`config.mk`:
```
export PLATFORM = sky130hd
export DESIGN_NAME = axis_packet_arbiter
export DESIGN_NICKNAME = d
export VERILOG_FILES = /design/src/rtl/axis_packet_arbiter.sv
export SDC_FILE = /design/constraint.sdc
export NUM_CORES = 1
export LEC_CHECK = 0
export ABC_AREA = 1
export CAP_MARGIN = 20
export CORE_MARGIN = 4
export CORE_UTILIZATION = 37
export CTS_BUF_LIST = sky130_fd_sc_hd__clkbuf_4 sky130_fd_sc_hd__clkbuf_8
export DETAILED_ROUTE_END_ITERATION = 10
export MAX_ROUTING_LAYER = met4
export PLACE_DENSITY = 0.83
export RECOVER_POWER = 50
export SLEW_MARGIN = 20
export SYNTH_ARGS = -nofsm -noshare
export SYNTH_HDL_FRONTEND = slang
export SYNTH_SLANG_ARGS = --single-unit
```
`constraint.sdc`:
```
create_clock -name clk_i -period 1.6 [get_ports clk_i]
set_input_delay 0.24 -clock clk_i [delete_from_list [all_inputs] [get_ports clk_i]]
set_output_delay 0.24 -clock clk_i [all_outputs]
set_load 0.02 [all_outputs]
```
`src/rtl/axis_packet_arbiter.sv`:
```
// axis_packet_arbiter: round-robin, packet-locked merge of N AXI-Stream inputs into one registered output
module axis_packet_arbiter #(
  parameter int AXIS_DATA_WIDTH = 40,
  parameter int N_PORTS = 4
) (
  input  logic                               clk_i,
  input  logic                               rst_i,
  input  logic [N_PORTS*AXIS_DATA_WIDTH-1:0] s_tdata_i,
  input  logic [N_PORTS-1:0]                 s_tlast_i,
  input  logic [N_PORTS-1:0]                 s_tvalid_i,
  output logic [N_PORTS-1:0]                 s_tready_o,
  output logic [AXIS_DATA_WIDTH-1:0]         m_tdata_o,
  output logic                               m_tlast_o,
  output logic                               m_tvalid_o,
  input  logic                               m_tready_i,
  output logic [N_PORTS-1:0]                 grant_o,
  output logic                               busy_o
);
  localparam int IW = $clog2(N_PORTS);
  typedef enum logic {IDLE, LOCK} state_t;
  state_t state;
  logic [IW-1:0] last_grant, owner, pick;
  logic found, xfer, beat_last;
  logic [AXIS_DATA_WIDTH-1:0] beat_data;
  // first valid port strictly after the previous winner, wrapping
  always_comb begin
    pick = last_grant;
    found = 1'b0;
    for (int k = 1; k <= N_PORTS; k++)
      if (!found && s_tvalid_i[(int'(last_grant) + k) % N_PORTS]) begin
        found = 1'b1;
        pick = IW'((int'(last_grant) + k) % N_PORTS);
      end
  end
  assign s_tready_o = (state == LOCK && (!m_tvalid_o || m_tready_i)) ? grant_o : '0;
  assign xfer       = |(s_tvalid_i & s_tready_o);
  assign beat_data  = s_tdata_i[owner*AXIS_DATA_WIDTH +: AXIS_DATA_WIDTH];
  assign beat_last  = s_tlast_i[owner];
  always_ff @(posedge clk_i) begin
    if (rst_i) begin
      state      <= IDLE;
      last_grant <= IW'(N_PORTS - 1);
      owner      <= '0;
      grant_o    <= '0;
      busy_o     <= 1'b0;
      m_tdata_o  <= '0;
      m_tlast_o  <= 1'b0;
      m_tvalid_o <= 1'b0;
    end else begin
      if (xfer) begin
        m_tdata_o  <= beat_data;
        m_tlast_o  <= beat_last;
        m_tvalid_o <= 1'b1;
      end else if (m_tready_i) begin
        m_tvalid_o <= 1'b0;
      end
      if (state == IDLE) begin
        if (found) begin
          state   <= LOCK;
          owner   <= pick;
          grant_o <= {{(N_PORTS-1){1'b0}}, 1'b1} << pick;
          busy_o  <= 1'b1;
        end
      end else if (xfer && beat_last) begin
        state      <= IDLE;
        last_grant <= owner;
        grant_o    <= '0;
        busy_o     <= 1'b0;
      end
    end
  end
endmodule

```
Word level (Yosys, flattened, before mapping):

Cells that the tools add are included.

* add/sub/neg operators: 4
* multipliers: 1
* $lt $le $gt $ge: 5
* equal/unequal tests: 1
* shift operators: 2
* mux-type cells: 34
* bitwise operators: 6
* reduce and logical (&&, ||, !) cells: 20

Operators with widths (number)
* $shiftx A160 B9 Y40: 1
* $mux W1: 21
* $lt A3 B4 Y1 const B: 4
* $mux W4: 4
* $bmux W1 S2: 5
* $mux W2: 4
* $reduce_or A2 Y1: 4
* $reduce_and A2 Y1: 3
* $logic_and A1 B1 Y1: 5
* $mul A2 B3 Y5 const B: 1
* $add A2 B1 Y2 const B: 2
* $add A2 B2 Y2 const B: 2
* $and A1 B1 Y1 const A: 4
* $and A4 B4 Y4: 1
* $logic_not A1 Y1: 4
* $reduce_bool A2 Y1: 2
* $reduce_or A4 Y1: 1
* $shl A1 B2 Y4 const A: 1
* $lt A2 B3 Y1 const B: 1
* $ne A2 B1 Y1 const B: 1
* $logic_or A1 B1 Y1: 1
* $not A1 Y1: 1

* bits in registers: 52
* input bits: 171
* output and inout port bits: 51
* word-level logic and storage cells: 81

Logic depth before layout (Yosys ltp):

* depth in word-level cells: 19
* depth in mapped cells: 13
* depth with buffers taken out: 12

Worst setup path before layout:

No wires, ideal clock.

* path type: reg2reg
* from: register m_tvalid_o
* to: register m_tdata_o[11]
* setup time: 0.125 ns
* arrival time: 1.257 ns
* required time: 1.475 ns
* path slack: 0.217 ns
* stages on the path, launching flop included: 8
* path buffers: 2
* period minus slack after synthesis: 1.383 ns
* cells stage by stage: dfxtp_1 > a21oi_2 > nand3_1 > nand4_2 > buf_4 > buf_6 > o21ai_0 > a31oi_1

* word-level cells in the longest chain between the ends: 6

RTL lines
* start, declared: RTL line 14 `output logic m_tvalid_o,`
* start signal, assigned: RTL line 48 `m_tvalid_o <= 1'b0;`
* start signal, assigned: RTL line 53 `m_tvalid_o <= 1'b1;`
* start signal, assigned: RTL line 55 `m_tvalid_o <= 1'b0;`
* $logic_not A1 Y1: RTL line 35 `assign s_tready_o = (state == LOCK && (!m_tvalid_o || m_tready_i)) ? grant_o : '0;`
* $logic_or A1 B1 Y1: RTL line 35
* $logic_and A1 B1 Y1: RTL line 35
* $mux W4: RTL line 35
* $and A4 B4 Y4: RTL line 36 `assign xfer = |(s_tvalid_i & s_tready_o);`
* $reduce_or A4 Y1: RTL line 36
* end signal, assigned: RTL line 51 `m_tdata_o <= beat_data;`
* end, declared: RTL line 12 `output logic [AXIS_DATA_WIDTH-1:0] m_tdata_o,`

No other way between the ends.
A chain may end at the register's enable or synchronous reset.

Worst setup path after layout:

* from: register last_grant[0]
* to: register grant_o[0]

* word-level cells in the longest chain between the ends: 17
* elaborated cells on any way between the ends: 35
* those cells by class: 4 x add/sub; 1 x shift; 22 x mux; 8 x reduce/logical

RTL lines
* start, declared: RTL line 22 `logic [IW-1:0] last_grant, owner, pick;`
* start signal, assigned: RTL line 42 `last_grant <= IW'(N_PORTS - 1);`
* start signal, assigned: RTL line 66 `last_grant <= owner;`
* $add A2 B1 Y2: RTL line 30, 32
* $bmux W1 S2: RTL line 30 `if (!found && s_tvalid_i[(int'(last_grant) + k) % N_PORTS]) begin`
* $mux W1 (not written as such) (2 in a row): RTL line 30
* $mux W1: RTL line 30
* $logic_not A1 Y1: RTL line 30
* $logic_and A1 B1 Y1: RTL line 30
* $mux W1: RTL line 30
* $logic_not A1 Y1: RTL line 30
* $logic_and A1 B1 Y1: RTL line 30
* $mux W1: RTL line 30
* $logic_not A1 Y1: RTL line 30
* $logic_and A1 B1 Y1: RTL line 30
* $mux W2: RTL line 30
* $shl A1 B2 Y4: RTL line 61 `grant_o <= {{(N_PORTS-1){1'b0}}, 1'b1} << pick;`
* $mux W4: RTL line 58 `if (found) begin`
* $mux W4: RTL line 57 `if (state == IDLE) begin`
* end signal, assigned: RTL line 61
* end, declared: RTL line 16 `output logic [N_PORTS-1:0] grant_o,`

Parallel ways exist; a longest one is shown, timed or not. The select of a mux whose other input is x is not followed.

==> flow_results.org <==
** Worst setup path
- The startpoint identified for the worst register-to-register timing path is last_grant[0]$_SDFFE_PP1P_.
- Crit path max fanout :: 6
- Crit path launch type :: flip-flop
- Required time at the worst-slack endpoint :: 1850 ps
- The setup check on the worst reg-to-reg path leaves a slack of -10 ps.
- Ordered cell list for the critical path :: buf_8 > nand2_4 > nand2_4 > nand2_4 > buf_6 > nand2_2 > o21bai_1 > nand3_1 > nand2_2 > nand2_2 > a21oi_2
- Arrival time at the worst endpoint :: 1860 ps
- CP max stage delay :: 420 ps
- Critical-path top delay cell :: dfxtp_4
- The endpoint identified for the worst register-to-register timing path is grant_o[0]$_SDFFE_PP0P_.
- By startpoint and endpoint, the worst setup path is classified as flip-flop to flip-flop.
- Number of cells on the worst reg-to-reg path :: 11
- STA classifies the critical path endpoint as a flip-flop.

** Floorplanning
- Die width :: 103 um
- Count of pins on the block boundary :: 222
- Die area :: 10600 um2
- Total number of placement rows :: 34
- Chip height :: 103 um
- Initial core utilization :: 38.2%
- The region available for standard cell placement spans 8760 um2.

** Layout
- In the final layout, the share of cells above drive strength 1 is 13.2%.
- P&R area growth vs syn :: 80.9%
- Layout fillers :: 720
- For this run, the post-layout net count is 934.
- Most common cell after layout, fill and taps aside :: clkdlybuf4s50_1
- Cells fill 69.1% of the core in the end.
- The library cells used most frequently in the layout, excluding fill and tap cells, are clkdlybuf4s50_1 (207), nor2_1 (155), o21ai_0 (112).
- The repair_antennas step left the layout with diodes totalling 0.
- The finished cells cover 6050 um2.

** Job
- Number of maximum-capacitance violations :: 0

** Global routing
- Pin count of the biggest net entering global routing :: 43
- The initial antenna violation count came to 0.
- GR Util All Layers :: 23.9%
- GRT overflow :: 0
- Vias in the first global route :: 4291
- Wire length of the first global-routing pass :: 19700 um

** Clock network
- Sink count of the clock tree :: 52
- Clock tree synthesis selected as its root buffer the cell clkbuf_8.
- CTS Hold Buffers Added :: 0
- TritonCTS clock tree :: yes
- Max H-tree Level :: 2
- Clock latency on the worst-skew pair, taken at its later pin, is 320 ps.
- Cts bufs inserted :: 5
- Maximum clock path buffer count :: 2
- Clock edge transition at the registers on the reported setup and hold paths :: 110 ps

** Worst hold path
- The tightest min-delay check is of the flip-flop to flip-flop type.
- Startpoint of the tightest hold check path :: m_tdata_o[2]$_SDFFE_PP0P_
- Along the worst hold path, the cell count comes to 2.
- End point of the most critical hold path :: m_tdata_o[2]$_SDFFE_PP0P_

** STA
- The worst pin sits at a relative slew slack of 75.8%.
- At the pin with the least slew margin, the transition time is 364 ps.
- Hold Slack :: 469 ps
- Share of the clock period used by the worst path after layout :: 101%
- Timing would allow up to 620 MHz.
- Final number of max-transition violations :: 0
- Shortest period the worst path allows :: 1610 ps
- Setup repair after global routing could not meet its margin everywhere.
- Setup total negative slack on the finished layout was measured at -21.5 ps.
- Final Worst Setup Slack :: -12.1 ps
- The number of hold violations in the final report came to 0.
- Setup violators final :: 2
- Between clock sinks in the finished design, the worst skew comes to 12.9 ps.

** Synthesis
- Post-synth top flop :: dfxtp_1
- Synthesized area per cell :: 6.18 um2
- Top cell type's share of synthesized area :: 31.1%
- Gate Count Post-Synth :: 542
- Synthesis inferred 52 register bits.
- Netlist area before placement :: 3350 um2
- Area contributors post-synth :: dfxtp_1 (31%), o21ai_0 (18%), nor2_1 (17%)
- In the synthesized netlist the async set-or-reset flop fraction comes to 0%.
- During synthesis, Yosys emitted a total of 0 warnings.
- Synthesis produced a netlist with a net count of 713.
- Counting flops with a built-in enable in the synthesized netlist gives 0.
- Of the synthesized area, sequential elements account for 31.1%.
- Library cell occupying the most area in the post-synthesis netlist :: dfxtp_1
- Synthesis instantiated 26 different standard cells from the library.

** Power and ir drop
- Internal power comes to 3.55 mW.
- Power share of the clock group :: 12.7%
- Across the VDD grid, the largest voltage drop is 0.000453 V.
- Dividing total power by cell area gives a power density of 1050 nW/um2.
- Switch Pwr :: 2.81 mW
- Part of the power in registers :: 27.4%
- In this run switching power makes up 44.2% of total power.
- Lkg Pwr :: 2.40 nW
- Power share of the combinational group :: 59.9%

** Route
- Via Count :: 4601
- Dividing the detail-routed via count by the number of cells gives 5.28.
- For this run, the detailed router's first-pass iteration total came to 7.
- Total length of routed wires :: 13700 um
- Post-DRT Antenna Nets :: 0
- Detailed Route Iter0 Violations :: 216
- In the final routed layout, each cell accounts on average for 15.7 um.
- Number of design rule violations left after detail routing :: 0

** Placement
- Port-buffer cells :: 221
- In this run the cell area measured after placement is 5760 um2.
- Before CTS, the worst setup slack after placement is -331 ps.
- Half-perimeter wire length after placement :: 10100 um
- At the end of routability-driven placement, the weighted congestion stood at 0.891.

** Run status
- The run finished, with violations left.
- Failing checks :: negative setup slack
## cells in the mapped netlist, types with 3 or more instances
| master | instances |
|---|---|
| a21oi_1 | 15 |
| a31oi_1 | 34 |
| buf_1 | 3 |
| buf_2 | 15 |
| buf_6 | 3 |
| clkbuf_1 | 20 |
| dfxtp_1 | 52 |
| inv_1 | 13 |
| inv_2 | 5 |
| nand2_1 | 55 |
| nand2_2 | 11 |
| nand2_4 | 5 |
| nand3_1 | 16 |
| nor2_1 | 156 |
| o21ai_0 | 118 |
| o22ai_1 | 6 |
## power groups by stage
stage	Sequential (mW)	Clock, mW	Combinational, mW
6_report	1.74	0.810	3.81
5_1_grt	1.77	0.884	4.17
4_1_cts	1.73	0.833	3.52
3_5_place_dp	1.75	0	3.53
3_3_place_gp	1.74	0	3.44
2_1_floorplan	1.99	0	1.79
## kinds of logic (layout without fill, tap and decap cells)
logic type             count (synthesis)  in the layout  share of synthesized area, %
AOI/OAI and AO/OA                    179            179                          28.8
and+or+nand+nor                      249            250                          31.6
DFF                                   52             52                          31.1
buffers and inverters                 62            283                          8.49
## state kept, by name, indices dropped and copies added (netlist names)
name and flops:
m_tdata_o 40, grant_o 4, last_grant 2, owner 2, busy_o 1, m_tlast_o 1
m_tvalid_o 1, state 1
## repair_timing
item | CTS | global route
gates cloned | 0 | 3
buffers inserted | 0 | 4
pin swaps | 0 | 14
setup endpoints to repair | 10 | 48
resized for setup | 20 | 56
## metal layers
metal	up-vias	part of all wire, %	global-route usage (%)
met5	-	0	-
met4	0	1.7	6.67
met3	24	7.4	4.60
met2	205	52	41.9
met1	2117	39	27.8
li1	2255	-	-
## how the worst max path moves through the flow
stage | depth (start not counted) | slack [ps] | endpoint | startpoint
2_1_floorplan | 7 | 220 | m_tdata_o[11]$_SDFFE_PP0P_ | m_tvalid_o$_SDFFE_PP0P_
3_3_place_gp | 6 | -300 | s_tready_o[2] | m_tready_i
3_5_place_dp | 6 | -330 | s_tready_o[0] | m_tready_i
4_1_cts | 6 | 7 | s_tready_o[2] | m_tready_i
5_1_grt | 11 | -110 | grant_o[3]$_SDFFE_PP0P_ | last_grant[0]$_SDFFE_PP1P_
6_report | 11 | -10 | grant_o[0]$_SDFFE_PP0P_ | last_grant[0]$_SDFFE_PP1P_
## through the flow
stage	std cells	power, mW
detailed placement	857	5.28
global route	872	6.83
global placement	857	5.18
floorplan	542	3.78
CTS	865	6.08
finish	872	6.36
## worst max-delay path, delay by kind of cell (launching register included)
kind | cells | cell delay [ps]
simple gates | 7 | 570
flops | 1 | 420
buf+inv | 2 | 280
compound gates | 2 | 250
## final cells by class
class	count	area (um2)	area share [%]
sequential	52	1050	17.3
tap	108	135	2.23
multi-input combinational	429	2170	35.8
clock buffer	5	68.8	1.14
timing repair buffer	256	2520	41.7
clock inverter	3	27.5	0.455
inverter	19	81.3	1.34
(Power assumes the default switching activity.)
